File: src/rtl/d_reg_scoreboard_if.sv
// Bundle of the D-stage scoreboard signals: source reads, issue, W-stage
// commit, cancel, and the hazard/occupancy outputs.
interface d_reg_scoreboard_if #(
  parameter int TOT_W = 4
);
  logic [4:0]       rd_a1;
  logic [4:0]       rd_a2;
  logic             rd_use1;
  logic             rd_use2;
  logic             issue_en;
  logic [4:0]       issue_a3;
  logic             wb_en;
  logic [4:0]       wb_a3;
  logic             kill_en;
  logic [4:0]       kill_a3;
  logic             stall1;
  logic             stall2;
  logic             stall;
  logic [31:0]      pending_mask;
  logic [TOT_W-1:0] inflight;
  logic             err;

  // Pipeline / hazard controller side.
  modport master (
    output rd_a1, rd_a2, rd_use1, rd_use2, issue_en, issue_a3,
           wb_en, wb_a3, kill_en, kill_a3,
    input  stall1, stall2, stall, pending_mask, inflight, err
  );

  // Scoreboard side.
  modport slave (
    input  rd_a1, rd_a2, rd_use1, rd_use2, issue_en, issue_a3,
           wb_en, wb_a3, kill_en, kill_a3,
    output stall1, stall2, stall, pending_mask, inflight, err
  );
endinterface

File: src/rtl/d_reg_scoreboard.sv
// D-stage register scoreboard: counts in-flight GRF writes per destination
// register from issue until W-stage commit (or cancel) and flags read-after-write
// hazards for the instruction sitting in D, honouring the GRF's same-cycle
// W-to-D bypass. Counters saturate and raise a sticky err on over/underflow.
// Optional macro SB_TRACE_EN: prints one line per event at each clock edge.
module d_reg_scoreboard #(
  parameter int CNT_W = 2,
  parameter int TOT_W = 4
) (
  input  logic clk,
  input  logic reset,
  d_reg_scoreboard_if.slave sb
);

  localparam logic [CNT_W+1:0] CMAX_W = {2'b00, {CNT_W{1'b1}}};
  localparam logic [TOT_W+1:0] TMAX_W = {2'b00, {TOT_W{1'b1}}};

  logic [CNT_W-1:0] cnt_q [32];
  logic [CNT_W-1:0] cnt_d [32];
  logic [31:0]      ovf_v;
  logic [31:0]      unf_v;
  logic [31:0]      pend_q;
  logic [31:0]      pend_d;
  logic [TOT_W-1:0] tot_q;
  logic [TOT_W-1:0] tot_d;
  logic             tot_err;
  logic             err_q;
  logic             err_d;
  logic             inc_any;
  logic [1:0]       dec_any;
  logic             hit1;
  logic             hit2;
  logic             stall1;
  logic             stall2;

  // Per-register and total counter next state with saturate-and-flag arithmetic.
  always_comb begin
    ovf_v  = '0;
    unf_v  = '0;
    pend_d = '0;
    for (int r = 0; r < 32; r++) begin
      cnt_d[r] = cnt_q[r];
    end
    for (int r = 1; r < 32; r++) begin
      logic [1:0]       dec_n;
      logic [CNT_W+1:0] up_c;
      logic [CNT_W+1:0] dec_c;
      logic [CNT_W+1:0] res_c;
      dec_n = {1'b0, sb.wb_en && sb.wb_a3 == 5'(r)}
            + {1'b0, sb.kill_en && sb.kill_a3 == 5'(r)};
      up_c  = {2'b00, cnt_q[r]}
            + {{(CNT_W+1){1'b0}}, sb.issue_en && sb.issue_a3 == 5'(r)};
      dec_c = {{CNT_W{1'b0}}, dec_n};
      res_c = up_c - dec_c;
      if (up_c < dec_c) begin
        cnt_d[r] = '0;
        unf_v[r] = 1'b1;
      end else if (res_c > CMAX_W) begin
        cnt_d[r] = {CNT_W{1'b1}};
        ovf_v[r] = 1'b1;
      end else begin
        cnt_d[r] = res_c[CNT_W-1:0];
      end
      pend_d[r] = cnt_d[r] != '0;
    end
  end

  // Aggregate in-flight count follows the same net arithmetic as the per-register counters.
  always_comb begin
    logic [TOT_W+1:0] t_up;
    logic [TOT_W+1:0] t_dec;
    logic [TOT_W+1:0] t_res;
    inc_any = sb.issue_en && sb.issue_a3 != 5'd0;
    dec_any = {1'b0, sb.wb_en && sb.wb_a3 != 5'd0}
            + {1'b0, sb.kill_en && sb.kill_a3 != 5'd0};
    t_up    = {2'b00, tot_q} + {{(TOT_W+1){1'b0}}, inc_any};
    t_dec   = {{TOT_W{1'b0}}, dec_any};
    t_res   = t_up - t_dec;
    tot_err = 1'b0;
    if (t_up < t_dec) begin
      tot_d   = '0;
      tot_err = 1'b1;
    end else if (t_res > TMAX_W) begin
      tot_d   = {TOT_W{1'b1}};
      tot_err = 1'b1;
    end else begin
      tot_d = t_res[TOT_W-1:0];
    end
  end

  // Hazard detect: a register committing this cycle counts one less, matching
  // the GRF bypass. A write to an idle register is not treated as a hazard.
  always_comb begin
    hit1   = sb.wb_en && sb.wb_a3 == sb.rd_a1;
    hit2   = sb.wb_en && sb.wb_a3 == sb.rd_a2;
    stall1 = sb.rd_use1 && sb.rd_a1 != 5'd0
          && ({1'b0, cnt_q[sb.rd_a1]} > {{CNT_W{1'b0}}, hit1});
    stall2 = sb.rd_use2 && sb.rd_a2 != 5'd0
          && ({1'b0, cnt_q[sb.rd_a2]} > {{CNT_W{1'b0}}, hit2});
    err_d  = err_q || (|ovf_v) || (|unf_v) || tot_err
          || (sb.issue_en && (stall1 || stall2));
  end

  // State registers; reset throws away every pending write at once.
  always_ff @(posedge clk or negedge reset) begin
    if (!reset) begin
      for (int r = 0; r < 32; r++) begin
        cnt_q[r] <= '0;
      end
      pend_q <= '0;
      tot_q  <= '0;
      err_q  <= 1'b0;
    end else begin
      for (int r = 0; r < 32; r++) begin
        cnt_q[r] <= cnt_d[r];
      end
      pend_q <= pend_d;
      tot_q  <= tot_d;
      err_q  <= err_d;
    end
  end

  assign sb.stall1       = stall1;
  assign sb.stall2       = stall2;
  assign sb.stall        = stall1 | stall2;
  assign sb.pending_mask = pend_q;
  assign sb.inflight     = tot_q;
  assign sb.err          = err_q;

`ifdef SB_TRACE_EN
  // Event log printed at the edge that applies the event, with post-update counts.
  always @(posedge clk) begin
    if (reset) begin
      if (sb.issue_en && sb.issue_a3 != 5'd0)
        $display("SB issue $%d cnt=%d", sb.issue_a3, cnt_d[sb.issue_a3]);
      if (sb.wb_en && sb.wb_a3 != 5'd0)
        $display("SB retire $%d cnt=%d", sb.wb_a3, cnt_d[sb.wb_a3]);
      if (sb.kill_en && sb.kill_a3 != 5'd0)
        $display("SB kill $%d cnt=%d", sb.kill_a3, cnt_d[sb.kill_a3]);
      for (int r = 1; r < 32; r++) begin
        if (ovf_v[r] || unf_v[r])
          $display("SB ERR $%d", 5'(r));
      end
    end
  end
`endif

endmodule

File: src/flat_wrapper.sv
// flat-port wrapper written by rule: the top's interface ports become plain ports
module d_reg_scoreboard_flat 
#(
  parameter int CNT_W = 2,
  parameter int TOT_W = 4
)
  (clk, reset, sb_rd_a1, sb_rd_a2, sb_rd_use1, sb_rd_use2, sb_issue_en, sb_issue_a3, sb_wb_en, sb_wb_a3, sb_kill_en, sb_kill_a3, sb_stall1, sb_stall2, sb_stall, sb_pending_mask, sb_inflight, sb_err);
  d_reg_scoreboard_if #(.TOT_W(TOT_W)) sb_i ();
  input  logic clk;
  input  logic reset;
  input wire logic [$bits(sb_i.rd_a1)-1:0] sb_rd_a1;
  input wire logic [$bits(sb_i.rd_a2)-1:0] sb_rd_a2;
  input wire logic [$bits(sb_i.rd_use1)-1:0] sb_rd_use1;
  input wire logic [$bits(sb_i.rd_use2)-1:0] sb_rd_use2;
  input wire logic [$bits(sb_i.issue_en)-1:0] sb_issue_en;
  input wire logic [$bits(sb_i.issue_a3)-1:0] sb_issue_a3;
  input wire logic [$bits(sb_i.wb_en)-1:0] sb_wb_en;
  input wire logic [$bits(sb_i.wb_a3)-1:0] sb_wb_a3;
  input wire logic [$bits(sb_i.kill_en)-1:0] sb_kill_en;
  input wire logic [$bits(sb_i.kill_a3)-1:0] sb_kill_a3;
  output wire logic [$bits(sb_i.stall1)-1:0] sb_stall1;
  output wire logic [$bits(sb_i.stall2)-1:0] sb_stall2;
  output wire logic [$bits(sb_i.stall)-1:0] sb_stall;
  output wire logic [$bits(sb_i.pending_mask)-1:0] sb_pending_mask;
  output wire logic [$bits(sb_i.inflight)-1:0] sb_inflight;
  output wire logic [$bits(sb_i.err)-1:0] sb_err;
  assign sb_i.rd_a1 = sb_rd_a1;
  assign sb_i.rd_a2 = sb_rd_a2;
  assign sb_i.rd_use1 = sb_rd_use1;
  assign sb_i.rd_use2 = sb_rd_use2;
  assign sb_i.issue_en = sb_issue_en;
  assign sb_i.issue_a3 = sb_issue_a3;
  assign sb_i.wb_en = sb_wb_en;
  assign sb_i.wb_a3 = sb_wb_a3;
  assign sb_i.kill_en = sb_kill_en;
  assign sb_i.kill_a3 = sb_kill_a3;
  assign sb_stall1 = sb_i.stall1;
  assign sb_stall2 = sb_i.stall2;
  assign sb_stall = sb_i.stall;
  assign sb_pending_mask = sb_i.pending_mask;
  assign sb_inflight = sb_i.inflight;
  assign sb_err = sb_i.err;
  d_reg_scoreboard #(.CNT_W(CNT_W), .TOT_W(TOT_W)) u_core (.clk(clk), .reset(reset), .sb(sb_i));
endmodule
File: config.mk
export PLATFORM = sky130hd
export DESIGN_NAME = d_reg_scoreboard_flat
export DESIGN_NICKNAME = d
export VERILOG_FILES = /design/src/rtl/d_reg_scoreboard_if.sv /design/src/rtl/d_reg_scoreboard.sv /design/src/flat_wrapper.sv
export SDC_FILE = /design/constraint.sdc
export NUM_CORES = 1
export LEC_CHECK = 0
export CORE_MARGIN = 3
export CORE_UTILIZATION = 50
export DETAILED_ROUTE_END_ITERATION = 16
export PLACE_DENSITY = 0.77
export SLEW_MARGIN = 20
export SYNTH_ARGS = -nofsm -noshare
export SYNTH_HDL_FRONTEND = slang
export SYNTH_SLANG_ARGS = --single-unit
File: constraint.sdc
create_clock -name clk -period 5.58 [get_ports clk]
set_input_delay 1.395 -clock clk [delete_from_list [all_inputs] [get_ports clk]]
set_output_delay 1.395 -clock clk [all_outputs]
set_load 0.1 [all_outputs]
# After elaboration in Yosys (flattened, before gate mapping)
# Index checks and enable logic that the tools add are counted.
# Widths: inputs -> output; s select.
# op_classes
add_sub_neg	96
bitwise	3
reduce_logical	146
n_mux	165
eq_ne	95
n_lt_le_gt_ge	68
# ops
cell	n
$eq 5x5->1 const B	48
$mux 2	66
$gt 4x2->1 const B	31
$lt 4x2->1	31
$sub 4x2->4	31
$eq 5x4->1 const B	24
$logic_and 1x1->1	103
$mux 1	95
$add 2x1->3	31
$add 1x1->2	32
$reduce_bool 2->1	31
$reduce_or 31->1	2
$eq 5x3->1 const B	12
$eq 5x2->1 const B	6
$reduce_bool 5->1	5
$bmux 2 s5	2
$eq 5x1->1 const B	3
$ge 6x6->1 const B	2
$not 5->6	2
$eq 5x5->1	2
$mux 4	2
$gt 6x4->1 const B	1
$lt 6x2->1	1
$sub 6x2->6	1
other kinds (4)	9
# totals
out_inout_bits	40
register_bits	98
elab_cells	607

# Longest topological paths before layout
# Gate-level depths: netlist of run 1.
# logic_depth
word_depth	12
ltp_mapped	13

# Least setup slack after synthesis of run 1
# OpenSTA, ideal clock, no wires.
# synth_timing
kind	in2out
start	input sb_rd_a2[0]
end	output sb_stall2
path_stages	9
setup_slack_ns	-1.401
t_required_ns	4.185
t_arrival_ns	5.586
path_cell_list	buf_2 > buf_6 > mux4_2 > mux4_2 > mux2i_1 > ha_1 > nor2_1 > and4bb_2 > nor3_1
# synth_via
elab_chain_cells	6
# synth_lines
item	line	rtl
start, declared	flat_wrapper.sv:12	input wire logic [$bits(sb_i.rd_a2)-1:0] sb_rd_a2;
$not 5->6 (not written as such)	d_reg_scoreboard.sv:99	&& ({1'b0, cnt_q[sb.rd_a2]} > {{CNT_W{1'b0}}, hit2});
$bmux 2 s5	d_reg_scoreboard.sv:99	
$mux 2 (not written as such) (2 in a row)	d_reg_scoreboard.sv:99	
$gt 2x1->1	d_reg_scoreboard.sv:99	
$logic_and 1x1->1 (*)	d_reg_scoreboard.sv:99	
end, declared	flat_wrapper.sv:22	output wire logic [$bits(sb_i.stall2)-1:0] sb_stall2;
# Mark *: on every way between the ends. The rest lies on a longest branch, timed or not. The select of a mux whose other input is x is not followed.

# Final worst setup path of run 1
# layout_timing
start	input sb_rd_a2[0]
end	output sb_stall
# layout_via
elab_chain_cells	7
# layout_lines
item	line	rtl
$not 5->6 (not written as such)	d_reg_scoreboard.sv:99	
$bmux 2 s5	d_reg_scoreboard.sv:99	
$mux 2 (not written as such) (2 in a row)	d_reg_scoreboard.sv:99	
$gt 2x1->1	d_reg_scoreboard.sv:99	
$logic_and 1x1->1 (*)	d_reg_scoreboard.sv:99	
$or 1x1->1 (*)	d_reg_scoreboard.sv:125	assign sb.stall = stall1 | stall2;
end, declared	flat_wrapper.sv:23	output wire logic [$bits(sb_i.stall)-1:0] sb_stall;
# Marks and branches as above.

==> key figures, run 1 <==
STA
  – Final count of pins violating max slew: 0
  – Fraction of the cycle the final worst path needs: 97.9%
  – Minimum hold slack: 0.736 ns
  – Worst setup margin: 0.116 ns
  – Clk_skew: 0.0147 ns
  – Top achievable clock speed: 183 MHz
  – Unrepaired setup endpoints after global routing: no
  – Transition time of the tightest slew-check pin: 0.976 ns
  – Worst-case headroom to the max-slew limit: 34.8%
  – Final Hold Violating Endpoints: 0
  – Setup-failing EPs final: 0
  – Time the worst path needs with I/O delays and setup: 5.46 ns

Worst hold path
  – Hold Path Depth: 3
  – Class of the tightest hold or removal check: reg -> reg
  – Endpoint of the worst hold path: u_core.sb.inflight[3]
  – Hold Crit Start: u_core.sb.inflight[2]

Yosys
  – Post-synthesis instance area: 9590 sq um
  – Predominant post-synthesis flop cell: dfrtp_1
  – Mean instance size in the synthesized netlist: 10.1 sq um
  – Number of synthesized register bits: 98
  – Synth Warn #: 0
  – Total nets after synthesis: 1209
  – Unique masters post-synth: 55
  – Synthesized instance count: 952
  – Xor and xnor fraction of the mapped netlist area: 0.914%
  – Share of the yosys chip area belonging to registers: 25.6%
  – Post-synthesis mux area share: 8.51%
  – Synthesized-area fraction occupied by and/or/nand/nor cells: 9.84%
  – Number of enable flip-flop cells after synthesis: 0
  – Adder and majority gate portion of the synthesized area: 34.3%
  – Combinational family with the most area after synthesis: adder cells
  – Async set or reset register ratio after synthesis: 100%
  – Fraction of the mapped netlist area in compound gates: 13.2%

CTS
  – TritonCTS clock tree: yes
  – H-tree depth: 3
  – Register clock-pin slew on the reported worst setup and hold paths: 0.07 ns
  – Clock tree sinks: 98
  – Clock Root Buffer: clkbuf_16
  – Worst-skew pair later-pin latency: 0.37 ns
  – Count of hold buffers inserted by post-cts repair: 0
  – Buffer depth of the longest clock path: 2
  – Cts bufs inserted: 9

GRT
  – Number of global-route vias before repair: 7901
  – Antenna violations before repair: 0
  – Largest net degree at the start of global routing: 69
  – GRT Util Overall: 27.3%
  – Global-route wire length before repair: 43.0 mm
  – Remaining Overflow, GRT: 0

Setup path
  – R2r startpoint: u_core.cnt_q[56]
  – Worst setup SP type: input pin
  – Arrival time reported for the critical path endpoint: 4.07 ns
  – Reg2reg end: u_core.sb.err
  – R2R Setup Slk: 2.30 ns
  – Type of element capturing the critical path: output pin
  – Critical Setup Path Class: in -> out
  – Max FO, Critical Path: 4
  – Data required, critical path: 4.18 ns
  – Worst Reg2Reg Path Length in Cells: 11

Route
  – Drt initial violations: 770
  – Routed WL: 27.6 mm
  – Detail-routed via count per cell: 6.13
  – Count of vias placed by the detailed router: 7954
  – Pre-antenna DRT Iters: 6
  – Post-route DRC violation count: 0
  – Average wire per standard cell: 21.2 um
  – Detail Route Antenna Nets: 0

Die
  – Number of rows created at floorplan: 50
  – Die X-Extent: 144 um
  – Overall die height: 144 um
  – Core region area: 18800 sq um
  – Initial core utilization: 51.1%
  – Floorplan die area: 20900 sq um
  – Ports placed on the boundary: 72

Finish
  – Layout overhead on the synthesized area: 17.6%
  – Net total in the final layout: 1316
  – Fraction of layout cells with a size suffix above 1: 10.9%
  – Antenna diodes: 0

Place
  – Placed wire-length estimate after detailed placement: 22.1 mm
  – RePlAce Congestion: 0.992
  – Count of port buffers added during placement: 70
  – Dpl ws: -0.273 ns

Run
  – Number of max-capacitance violations reported: 0

Power and ir drop
  – Power density over the cells: 381 nW/um^2
  – LEAKAGE: 0.00562 uW
  – Maximum vdd drop: 0.431 mV

Status
  – Result of the run: completed
[state kept, by name, indices dropped and copies added (netlist names)]
name,cells
u_core.cnt_q,62
u_core.sb.err,1
u_core.sb.inflight,4
u_core.sb.pending_mask,31
[worst max-delay path: stages]
cell,delay (ns)
buf_2,0.11
buf_12,0.12
buf_8,0.12
mux4_2,0.50
mux4_2,0.47
mux2i_1,0.15
ha_1,0.25
nor2_2,0.14
and4bb_2,0.28
o31ai_4,0.30
buf_12,0.22
[synthesized netlist by cell type, types with 8 or more instances]
cell type | n | area share [%]
a21o_1 | 12 | 0.94
inv_1 | 162 | 6.3
o21ai_0 | 34 | 1.8
a21oi_1 | 24 | 1.3
fa_1 | 63 | 13
a31oi_1 | 41 | 2.7
nand3_1 | 16 | 0.84
o31ai_1 | 29 | 2.3
mux4_2 | 29 | 6.8
nor2_1 | 103 | 4.0
dfrtp_1 | 98 | 26
xor2_1 | 8 | 0.73
clkbuf_1 | 15 | 0.59
nand4_1 | 8 | 0.52
nand2_1 | 24 | 0.94
o21bai_1 | 31 | 2.4
nor4_1 | 13 | 0.85
ha_1 | 162 | 21
nor2b_1 | 9 | 0.59
[cell usage in the layout, fill, tap and decap left out, types with 4 or more instances in the layout]
cell	n
a21o_1	12
a21oi_1	24
a31oi_1	41
buf_12	7
buf_4	46
clkbuf_16	9
clkdlybuf4s50_1	62
clkinv_2	4
dfrtp_1	98
fa_1	63
ha_1	162
inv_1	161
mux2i_1	5
mux4_2	29
nand2_1	24
nand2b_1	6
nand3_1	16
nand4_1	8
nor2_1	102
nor2b_1	9
nor4_1	13
o21ai_0	33
o21bai_1	31
o31ai_1	29
xor2_1	8
[stage by stage]
stage                     setup TNS [ns]  instance area (sq um)  std cells  power (uW)  utilization (%)
after floorplan                  -0.0129                   9640        952        2850                -
after CTS                              0                  11300       1298        4260             60.1
final                                  0                  11300       1298        4290             60.1
after global placement            -0.716                  10900       1273        3510             57.9
after detailed placement          -0.673                  10900       1273        3580             57.9
after global routing                   0                  11300       1298        4580             60.1
[cells by family after synthesis]
logic type      Yosys count
mux                      40
compound gates          190
flops                    98
fa+ha+maj               225
xor+xnor                 10
other cells               1
buf+inv                 187
simple gates            201
[worst max path at each step]
stage | from | endpoint | slack, ns | cells past startpoint
floorplan | sb_rd_a2[0] | sb_stall | -0.01 | 9
global route | sb_rd_a1[0] | sb_stall | 0.03 | 13
detailed placement | sb_rd_a1[0] | sb_stall | -0.27 | 13
CTS | sb_rd_a1[0] | sb_stall | 0.01 | 13
global placement | sb_rd_a1[0] | sb_stall | -0.30 | 13
finish | sb_rd_a2[0] | sb_stall | 0.12 | 11
[timing repair]
item | CTS | global route
gates resized for setup | 16 | 2
setup buffers | 8 | 0
hold endpoints to repair | 0 | 0
setup endpoints to repair | 3 | 2
cloned | 1 | 0
pin swaps | 5 | 3
[layout make-up]
class / count / area (sq um)
well taps: 234 / 293
repair buffers: 121 / 1190
multi-input cells: 667 / 6430
flip-flops and latches: 98 / 2450
clock buffers: 9 / 225
inverters: 162 / 612
clock inverters: 7 / 67.6
fillers: 1522 / 7490
[per-layer routing]
layer | global-route usage (%) | vias to the layer above | part of all wire (%)
li1 | - | 3567 | -
met1 | 36.1 | 3801 | 40
met2 | 41.4 | 469 | 44
met3 | 9.03 | 117 | 11
met4 | 11.5 | 0 | 4.7
met5 | 0 | - | 0
[where the power goes]
| group | internal (uW) | switching [uW] |
|---|---|---|
| logic | 946 | 1440 |
| clock network | 347 | 304 |
| registers | 960 | 299 |
Note: power is estimated with default switching activity, not from simulation.
==> run 2, diff against run 1 <==
- CELL_PAD_IN_SITES_DETAIL_PLACEMENT: default -> 1
- CELL_PAD_IN_SITES_GLOBAL_PLACEMENT: default -> 2
- CORE_UTILIZATION: 50 -> 39
- PLACE_DENSITY: 0.77 -> 0.88
- SKIP_LAST_GASP: default -> 1
==> key figures, run 2 (synthesis results as in run 1) <==
Route
  – Detail Route Antenna Nets: 0
  – Pre-antenna DRT Iters: 5
  – Count of vias placed by the detailed router: 7984
  – Post-route DRC violation count: 0
  – Average wire per standard cell: 22.7 um
  – Drt initial violations: 508
  – Routed WL: 32.0 mm
  – Detail-routed via count per cell: 5.67

Finish
  – Sequential cell area: 2450 sq um
  – Final cell count without fillers: 1407
  – Footprint of the multi-input gates: 6450 sq um
  – Core Util, Final: 48.9%
  – Flip-flop count of the largest register, all copies and words added: 62
  – Register ranked first by flip-flop count: u_core.cnt_q
  – Antenna diodes: 0
  – Layout overhead on the synthesized area: 21.5%
  – Commonest non-fill, non-tap cells in the layout: 162 x ha_1, 159 x inv_1, 102 x nor2_1
  – Fraction of layout cells with a size suffix above 1: 13.3%
  – Number of fillers in the final layout: 2708
  – Net total in the final layout: 1340
  – Most common cell after layout, fill and taps aside: ha_1

CTS
  – Clock tree sinks: 98
  – Cts bufs inserted: 9
  – Register clock-pin slew on the reported worst setup and hold paths: 0.08 ns
  – Count of hold buffers inserted by post-cts repair: 0
  – H-tree depth: 3
  – Worst-skew pair later-pin latency: 0.37 ns
  – Buffer depth of the longest clock path: 2
  – TritonCTS clock tree: yes
  – Clock Root Buffer: clkbuf_16

Setup path
  – CP Cell Sequence: buf_6, buf_12, mux4_2, mux4_2, mux2i_1, ha_1, o21ai_2, buf_4, nor2_1, o211ai_1, nand4_1, buf_6, o31ai_4, buf_12
  – Worst setup SP type: input pin
  – Data required, critical path: 4.18 ns
  – Crit path largest cell delay: 0.51 ns
  – Master of the slowest instance on the critical path: mux4_2
  – Arrival time reported for the critical path endpoint: 4.17 ns
  – Max FO, Critical Path: 5
  – Type of element capturing the critical path: output pin
  – Critical Setup Path Class: in -> out

Status
  – Result of the run: completed

Die
  – Number of rows created at floorplan: 56
  – Core region area: 23800 sq um
  – Initial core utilization: 40.2%
  – Die X-Extent: 163 um
  – Overall die height: 163 um
  – Floorplan die area: 26500 sq um
  – Ports placed on the boundary: 72

Place
  – Dpl ws: -0.369 ns
  – RePlAce Congestion: 0.911
  – Placed wire-length estimate after detailed placement: 25.9 mm
  – Instance count after placement with tap cells included: 1378
  – Count of port buffers added during placement: 70

GRT
  – GRT Util Overall: 24.9%
  – Remaining Overflow, GRT: 0
  – Number of global-route vias before repair: 8687
  – Largest net degree at the start of global routing: 69
  – Antenna violations before repair: 1
  – Global-route wire length before repair: 49.8 mm

STA
  – Final Hold Violating Endpoints: 0
  – Transition time of the tightest slew-check pin: 0.978 ns
  – Clk_skew: 0.00880 ns
  – Top achievable clock speed: 180 MHz
  – Time the worst path needs with I/O delays and setup: 5.56 ns
  – Fraction of the cycle the final worst path needs: 99.7%
  – Final count of pins violating max slew: 0
  – Worst setup margin: 0.0194 ns
  – Setup-failing EPs final: 0
  – Worst-case headroom to the max-slew limit: 34.6%

Run
  – Number of max-capacitance violations reported: 0

Power and ir drop
  – Maximum vdd drop: 0.264 mV
  – Power density over the cells: 383 nW/um^2
  – LEAKAGE: 0.00578 uW

Worst hold path
  – Class of the tightest hold or removal check: reg -> reg
-- run 2: changes by cell type in the layout (fill, tap and decap cells not counted), moves of 2 or more --
| cell | delta |
|---|---|
| clkbuf_8 | +2 |
| dlymetal6s2s_1 | +3 |
| clkinv_2 | -3 |
| buf_4 | +22 |
| buf_6 | +3 |
| inv_2 | +2 |
| dlygate4sd2_1 | -2 |
| inv_1 | -2 |
| clkdlybuf4s50_1 | -3 |
-- run 2: timing repair --
item                                    in CTS  in global routing
pin swaps                                    4                  5
gates cloned                                 2                  0
endpoints found under the setup margin       3                  3
buffers inserted                            10                  1
resized for setup                           18                 14
-- run 2: worst paths after layout --
| kind | slack [ns] | startpoint | cells past startpoint | to |
|---|---|---|---|---|
| max in group asynchronous | 3.43 | reset | 2 | u_core.cnt_q[26] |
| max reg2reg | 2.24 | u_core.cnt_q[8] | 13 | u_core.sb.err |
| min in group asynchronous | 1.16 | reset | 1 | u_core.sb.inflight[2] |
| max | 0.02 | sb_rd_a1[0] | 14 | sb_stall |
| min reg2reg | 0.77 | u_core.sb.inflight[2] | 3 | u_core.sb.inflight[3] |
| min | 0.77 | u_core.sb.inflight[2] | 3 | u_core.sb.inflight[3] |
-- run 2: worst max-delay path, delay by kind of cell --
| kind | cells | cell delay, ns |
|---|---|---|
| multiplexers | 3 | 1.17 |
| buffers and inverters | 5 | 0.74 |
| AO/OA/AOI/OAI | 3 | 0.39 |
| adder cells (fa/ha/maj) | 1 | 0.28 |
| AND/OR/NAND/NOR | 2 | 0.19 |
-- run 2: report_power, final --
group          total, uW  internal (uW)  switching, uW
sequential          1270            959            311
combinational       2470            971           1500
clock                724            419            305
-- run 2: layout make-up --
| cell class | instances | share of cell area (%) |
|---|---|---|
| clock inverters | 4 | 0.634 |
| clock buffers | 12 | 2.20 |
| inverters | 162 | 5.25 |
| flip-flops and latches | 98 | 21.1 |
| multi-input cells | 667 | 55.4 |
| well taps | 319 | 3.43 |
| repair buffers | 145 | 12.1 |
-- run 2: stage by stage --
| stage | TNS, ns | hold WS, ns | area [sq um] | total power, uW |
|---|---|---|---|---|
| final | 0 | 0.772 | 11600 | 4460 |
| after global routing | -0.0662 | 0.825 | 11600 | 4780 |
| after CTS | 0 | 0.783 | 11600 | 4450 |
| after detailed placement | -0.913 | 0.773 | 11100 | 3680 |
| after global placement | -0.784 | 0.739 | 11100 | 3590 |
| after floorplan | -0.0129 | 0.767 | 9640 | 2850 |
-- run 2: metal layers --
metal,up-vias,GRT usage [%],routed length (um)
li1,3609,-,-
met1,4039,33.8,14000
met2,269,39.9,14900
met3,67,3.41,1850
met4,0,11.0,1250
met5,-,0,0
==> run 3, diff against run 2 <==
- HOLD_SLACK_MARGIN: default -> 0.08
==> results of run 3 <==
No change in the layout: final DEF, timing and power equal those of run 2.
